==> config.mk <==
export PLATFORM = sky130hd
export DESIGN_NAME = ahb_master_arbiter
export DESIGN_NICKNAME = d
export VERILOG_FILES = /design/src/rtl/ahb_master_arbiter.sv
export SDC_FILE = /design/constraint.sdc
export NUM_CORES = 1
export LEC_CHECK = 0
export CAP_MARGIN = 20
export CORE_ASPECT_RATIO = 0.7
export CORE_MARGIN = 2
export CORE_UTILIZATION = 46
export CTS_CLUSTER_DIAMETER = 150
export DETAILED_ROUTE_END_ITERATION = 8
export PLACE_DENSITY_LB_ADDON = 0.12
export SYNTH_ARGS = -nofsm -noshare
export SYNTH_HDL_FRONTEND = slang
export SYNTH_SLANG_ARGS = --single-unit
==> constraint.sdc <==
create_clock -name HCLK -period 5.65 [get_ports HCLK]
set_clock_uncertainty 0.05 [all_clocks]
set_input_delay 1.4125 -clock HCLK [delete_from_list [all_inputs] [get_ports HCLK]]
set_output_delay 1.4125 -clock HCLK [all_outputs]
set_load 0.005 [all_outputs]
==> src/rtl/ahb_master_arbiter.sv <==
// Round-robin arbiter sharing one non-pipelined AHB master port (single NONSEQ
// transfers) among NUM_REQ local requesters, with HREADY wait-state timeout.
module ahb_master_arbiter #(
    parameter int NUM_REQ = 2,
    parameter int ADDR_W  = 32,
    parameter int DATA_W  = 32,
    parameter int TIMEOUT = 16
) (
    input  logic                      HCLK,
    input  logic                      HRESETn,
    input  logic [NUM_REQ-1:0]        req,
    input  logic [NUM_REQ*ADDR_W-1:0] req_addr,
    input  logic [NUM_REQ-1:0]        req_write,
    input  logic [NUM_REQ*3-1:0]      req_size,
    input  logic [NUM_REQ*DATA_W-1:0] req_wdata,
    output logic [NUM_REQ-1:0]        gnt,
    output logic [NUM_REQ-1:0]        done,
    output logic [DATA_W-1:0]         rdata,
    output logic                      err,
    output logic                      timeout,
    output logic [ADDR_W-1:0]         HADDR,
    output logic                      HWRITE,
    output logic [1:0]                HTRANS,
    output logic [2:0]                HSIZE,
    output logic [DATA_W-1:0]         HWDATA,
    input  logic                      HREADY,
    input  logic [DATA_W-1:0]         HRDATA,
    input  logic                      HRESP
);

    localparam int IDX_W = $clog2(NUM_REQ);
    localparam int CNT_W = $clog2(TIMEOUT + 1);

    localparam logic [1:0] TRANS_IDLE   = 2'b00;
    localparam logic [1:0] TRANS_NONSEQ = 2'b10;

    typedef enum logic [1:0] {
        ST_IDLE,
        ST_ADDR,
        ST_DATA
    } state_t;

    state_t             state;
    logic [IDX_W-1:0]   ptr;
    logic [IDX_W-1:0]   owner;
    logic [CNT_W-1:0]   wait_cnt;
    logic               err_acc;
    logic [DATA_W-1:0]  wdata_lat;

    logic               sel_valid;
    logic [IDX_W-1:0]   sel_idx;
    logic [IDX_W-1:0]   next_ptr;

    // First requesting index at or after the pointer, wrapping cyclically.
    // NOTE: every always_comb output gets a default first so no path leaves it
    // unassigned, which would otherwise infer a latch.
    always_comb begin
        sel_valid = 1'b0;
        sel_idx   = '0;
        for (int k = 0; k < NUM_REQ; k++) begin
            if (!sel_valid && req[(int'(ptr) + k) % NUM_REQ]) begin
                sel_valid = 1'b1;
                sel_idx   = IDX_W'((int'(ptr) + k) % NUM_REQ);
            end
        end
    end

    assign next_ptr = (owner == IDX_W'(NUM_REQ - 1)) ? '0 : owner + 1'b1;

    // NOTE: all state and outputs are updated with non-blocking assignments so
    // every register samples pre-edge values regardless of statement order.
    always_ff @(posedge HCLK or negedge HRESETn) begin
        if (!HRESETn) begin
            state     <= ST_IDLE;
            ptr       <= '0;
            owner     <= '0;
            wait_cnt  <= '0;
            err_acc   <= 1'b0;
            wdata_lat <= '0;
            gnt       <= '0;
            done      <= '0;
            rdata     <= '0;
            err       <= 1'b0;
            timeout   <= 1'b0;
            HADDR     <= '0;
            HWRITE    <= 1'b0;
            HTRANS    <= TRANS_IDLE;
            HSIZE     <= '0;
            HWDATA    <= '0;
        end else begin
            done <= '0;
            case (state)
                ST_IDLE: begin
                    if (sel_valid) begin
                        owner     <= sel_idx;
                        gnt       <= NUM_REQ'(1) << sel_idx;
                        HTRANS    <= TRANS_NONSEQ;
                        HADDR     <= req_addr[int'(sel_idx)*ADDR_W +: ADDR_W];
                        HWRITE    <= req_write[sel_idx];
                        HSIZE     <= req_size[int'(sel_idx)*3 +: 3];
                        wdata_lat <= req_wdata[int'(sel_idx)*DATA_W +: DATA_W];
                        err       <= 1'b0;
                        timeout   <= 1'b0;
                        state     <= ST_ADDR;
                    end
                end

                ST_ADDR: begin
                    if (HREADY) begin
                        HTRANS   <= TRANS_IDLE;
                        HWDATA   <= HWRITE ? wdata_lat : '0;
                        wait_cnt <= '0;
                        err_acc  <= 1'b0;
                        state    <= ST_DATA;
                    end
                end

                ST_DATA: begin
                    err_acc <= err_acc | HRESP;
                    if (HREADY) begin
                        rdata <= HWRITE ? '0 : HRDATA;
                        err   <= err_acc | HRESP;
                        done  <= gnt;
                        gnt   <= '0;
                        ptr   <= next_ptr;
                        state <= ST_IDLE;
                    end else begin
                        wait_cnt <= wait_cnt + 1'b1;
                        // This low edge is the TIMEOUT-th one: abandon the transfer.
                        if (wait_cnt == CNT_W'(TIMEOUT - 1)) begin
                            rdata   <= '0;
                            err     <= 1'b1;
                            timeout <= 1'b1;
                            done    <= gnt;
                            gnt     <= '0;
                            ptr     <= next_ptr;
                            state   <= ST_IDLE;
                        end
                    end
                end

                default: state <= ST_IDLE;
            endcase
        end
    end

endmodule

==> results.cfg <==
[status]
status = finished, final reports clean

[hold_path]
holdCritPathClass = flip-flop to flip-flop

[synth]
yosys.cell_types.count = 39
synth_compound_area_share_pct = 25.65
synth_simple_gate_area_share_pct = 11.87
synth_top_family_by_area = compound AO/OA/AOI/OAI gates
synthArstFlopShare_pct = 100.0
yosysWarnings = 0
syn-instance-count = 686
ys_ff_latch = 149
synth-edff-count = 0
synthAdderAreaFrac_pct = 0.5651
syn_area_sq_mm = 0.006643
synth.area.mux_share_pct = 0
synth_nets = 863
syn_area_per_cell_sq_um = 9.683
synth-seq-area-share_pct = 56.13
synth_xor_area_share_pct = 0
ys.flop_type = dfrtp_1

[critical_path]
critPathSlowestCell = nor2_4
crit_type = primary input to flip-flop
cp_cell_sequence = clkdlybuf4s50_1 -> nor2_1 -> nor2_4 -> buf_4 -> a31oi_1
endpoint_kind = flip-flop
crit_required_ns = 5.87
max_stage_delay_ns = 0.79
worstPathArrival_ns = 3.46
cp-start-kind = primary input
worst-path-max-fanout = 43

[sta]
setup-tns-final_ns = 0
fin_ws_ns = 2.410
fin_crit_ns = 3.240
worst_pin_slew_ns = 1.034
max_slew_margin_pct = 30.93
grt_setup_unrepaired = false
hold_viol = 0
slew_viol_final = 0
fin_crit_sh_pct = 57.34
setup-violations-final = 0
maxClockFrequency_mhz = 308.7

[clock_tree]
clkTransAtPathRegs_ns = 0.06
cts_buffers = 17
hold_buffers = 0
insertion_delay_ns = 0.42
cts_resized = 0
cts_tree = done
cts_setup_buffers = 0
htree_levels = 4
numClockSinks = 149
cts_root_buffer = clkbuf_16
clock_path_buffers = 2

[route]
dr.pass1.iters = 5
drt-total-wl_um = 22280
wl_per_cell_um = 19.79
drc_errors = 0
detail_route.iter0.violations = 404
ant_nets = 0
vias = 6538
routed_via_density = 5.806

[die]
die_w_um = 147.6
die-area_sq_mm = 0.01543
core-area_sq_mm = 0.01401
initial_utilization_pct = 47.42
die-height_um = 104.5
num_io_pins = 282
row_count = 36

[finish]
most-common-layout-cells = 278 x clkdlybuf4s50_1, 149 x dfrtp_1, 71 x nand2_1, 71 x a21oi_1, 70 x o21ai_0
antenna_cells = 0
mostFrequentLayoutCell = clkdlybuf4s50_1
drive_above_1_share_pct = 5.876
area_growth_pct = 50.73
fin_area_sq_mm = 0.01001
fin_nets = 1100

[grt]
antenna_found_initial = 0
grt_usage_pct = 29.21
grt_pass1_wl_um = 35610
grt-ovfl-total = 0
grt_max_degree = 108
first_global_vias = 6717

[placement]
place_hpwl_um = 14820
dpl_cell_area_sq_mm = 0.009419
place_ws_ns = 1.998
place.gp.congestion = 0.8379
portBuffers = 280

[pwr]
ir_drop_mv = 0.2520
finalPower_mw = 4.905
p_leak_nw = 4.076
p_per_area_mw_per_mm2 = 489.9

[flow_run]
maxCapViolCount = 0
[stage by stage]
stage	hold slack [ns]	instances	util, %
5_1_grt	0.4443	1126	71.47
3_3_place_gp	0.3928	1090	66.93
4_1_cts	0.4300	1124	71.19
6_report	0.4281	1126	71.47
2_1_floorplan	0.3742	686	-
3_5_place_dp	0.4030	1092	67.24
[Yosys cell counts (all sizes together) (2+ instances only)]
cell	instances	area (sq um)
nor2	11	56.30
a31oi	68	425.4
nand2b	4	32.53
a31o	2	17.52
or2	3	21.27
and2	2	12.51
a311oi	2	17.52
inv	2	7.500
and3	2	12.51
a221oi	3	26.28
nand2	71	266.5
nor3b	2	20.02
nand3	68	340.3
a21boi	2	15.01
o21ai	105	525.5
clkbuf	33	123.9
a21oi	71	355.3
ha	3	37.54
dfrtp	149	3729
buf	41	249.0
a22o	33	289.0
[power breakdown]
group          switching, mW  internal [mW]  total (mW)
clock network          0.477          0.584        1.06
registers              0.303           1.52        1.82
logic                  0.980           1.04        2.02
[worst max-delay path: cells and delay by family]
kind,cells,cell delay (ns)
buffers and inverters,2,0.98
and+or+nand+nor,2,0.90
AOI/OAI and AO/OA,1,0.14
[final timing paths]
path	slack (ns)	cells past startpoint	startpoint	endpoint
worst max-delay path	2.41	5	req[0]	wdata_lat[14]$_DFFE_PN0P_
worst min-delay path	0.43	1	owner$_DFFE_PN0P_	ptr$_DFFE_PN0P_
worst max register to register	3.16	4	state[0]$_DFFE_PN0P_	wdata_lat[14]$_DFFE_PN0P_
worst min register to register	0.43	1	owner$_DFFE_PN0P_	ptr$_DFFE_PN0P_
max in group asynchronous	3.29	2	HRESETn	wait_cnt[4]$_DFFE_PN0P_
min in group asynchronous	1.10	1	HRESETn	HADDR[27]$_DFFE_PN0P_
[area by class of cell]
type / instances / area (sq um)
Timing Repair Buffer: 292 / 2942
Multi-Input combinational cell: 461 / 2544
Clock inverter: 14 / 113.9
Clock buffer: 18 / 439.2
Fill cell: 1038 / 3996
Sequential cell: 149 / 3729
Tap cell: 190 / 237.7
Inverter: 2 / 7.507
[layer usage]
metal / share of wire [%] / global-route usage [%] / vias up / routed length (um)
li1: - / - / 2967 / -
met1: 41 / 38.07 / 3155 / 9063
met2: 48 / 48.04 / 383 / 10750
met3: 9.3 / 7.729 / 33 / 2068
met4: 1.8 / 8.929 / 0 / 399
met5: 0 / 0 / - / 0
[cell families after synthesis]
| logic type | count (synthesis) |
|---|---|
| other | 1 |
| adder cells (fa/ha/maj) | 3 |
| buffers and inverters | 76 |
| flip-flops | 149 |
| AO/OA/AOI/OAI | 290 |
| AND/OR/NAND/NOR | 167 |
[registers in the layout, indices dropped and copies added (netlist names)]
register / cells
gnt: 2
rdata: 32
err_acc: 1
HADDR: 32
HTRANS: 1
state: 2
wait_cnt: 5
timeout: 1
HSIZE: 3
wdata_lat: 32
owner: 1
HWRITE: 1
err: 1
done: 2
HWDATA: 32
ptr: 1
(Power assumes the default switching activity.)
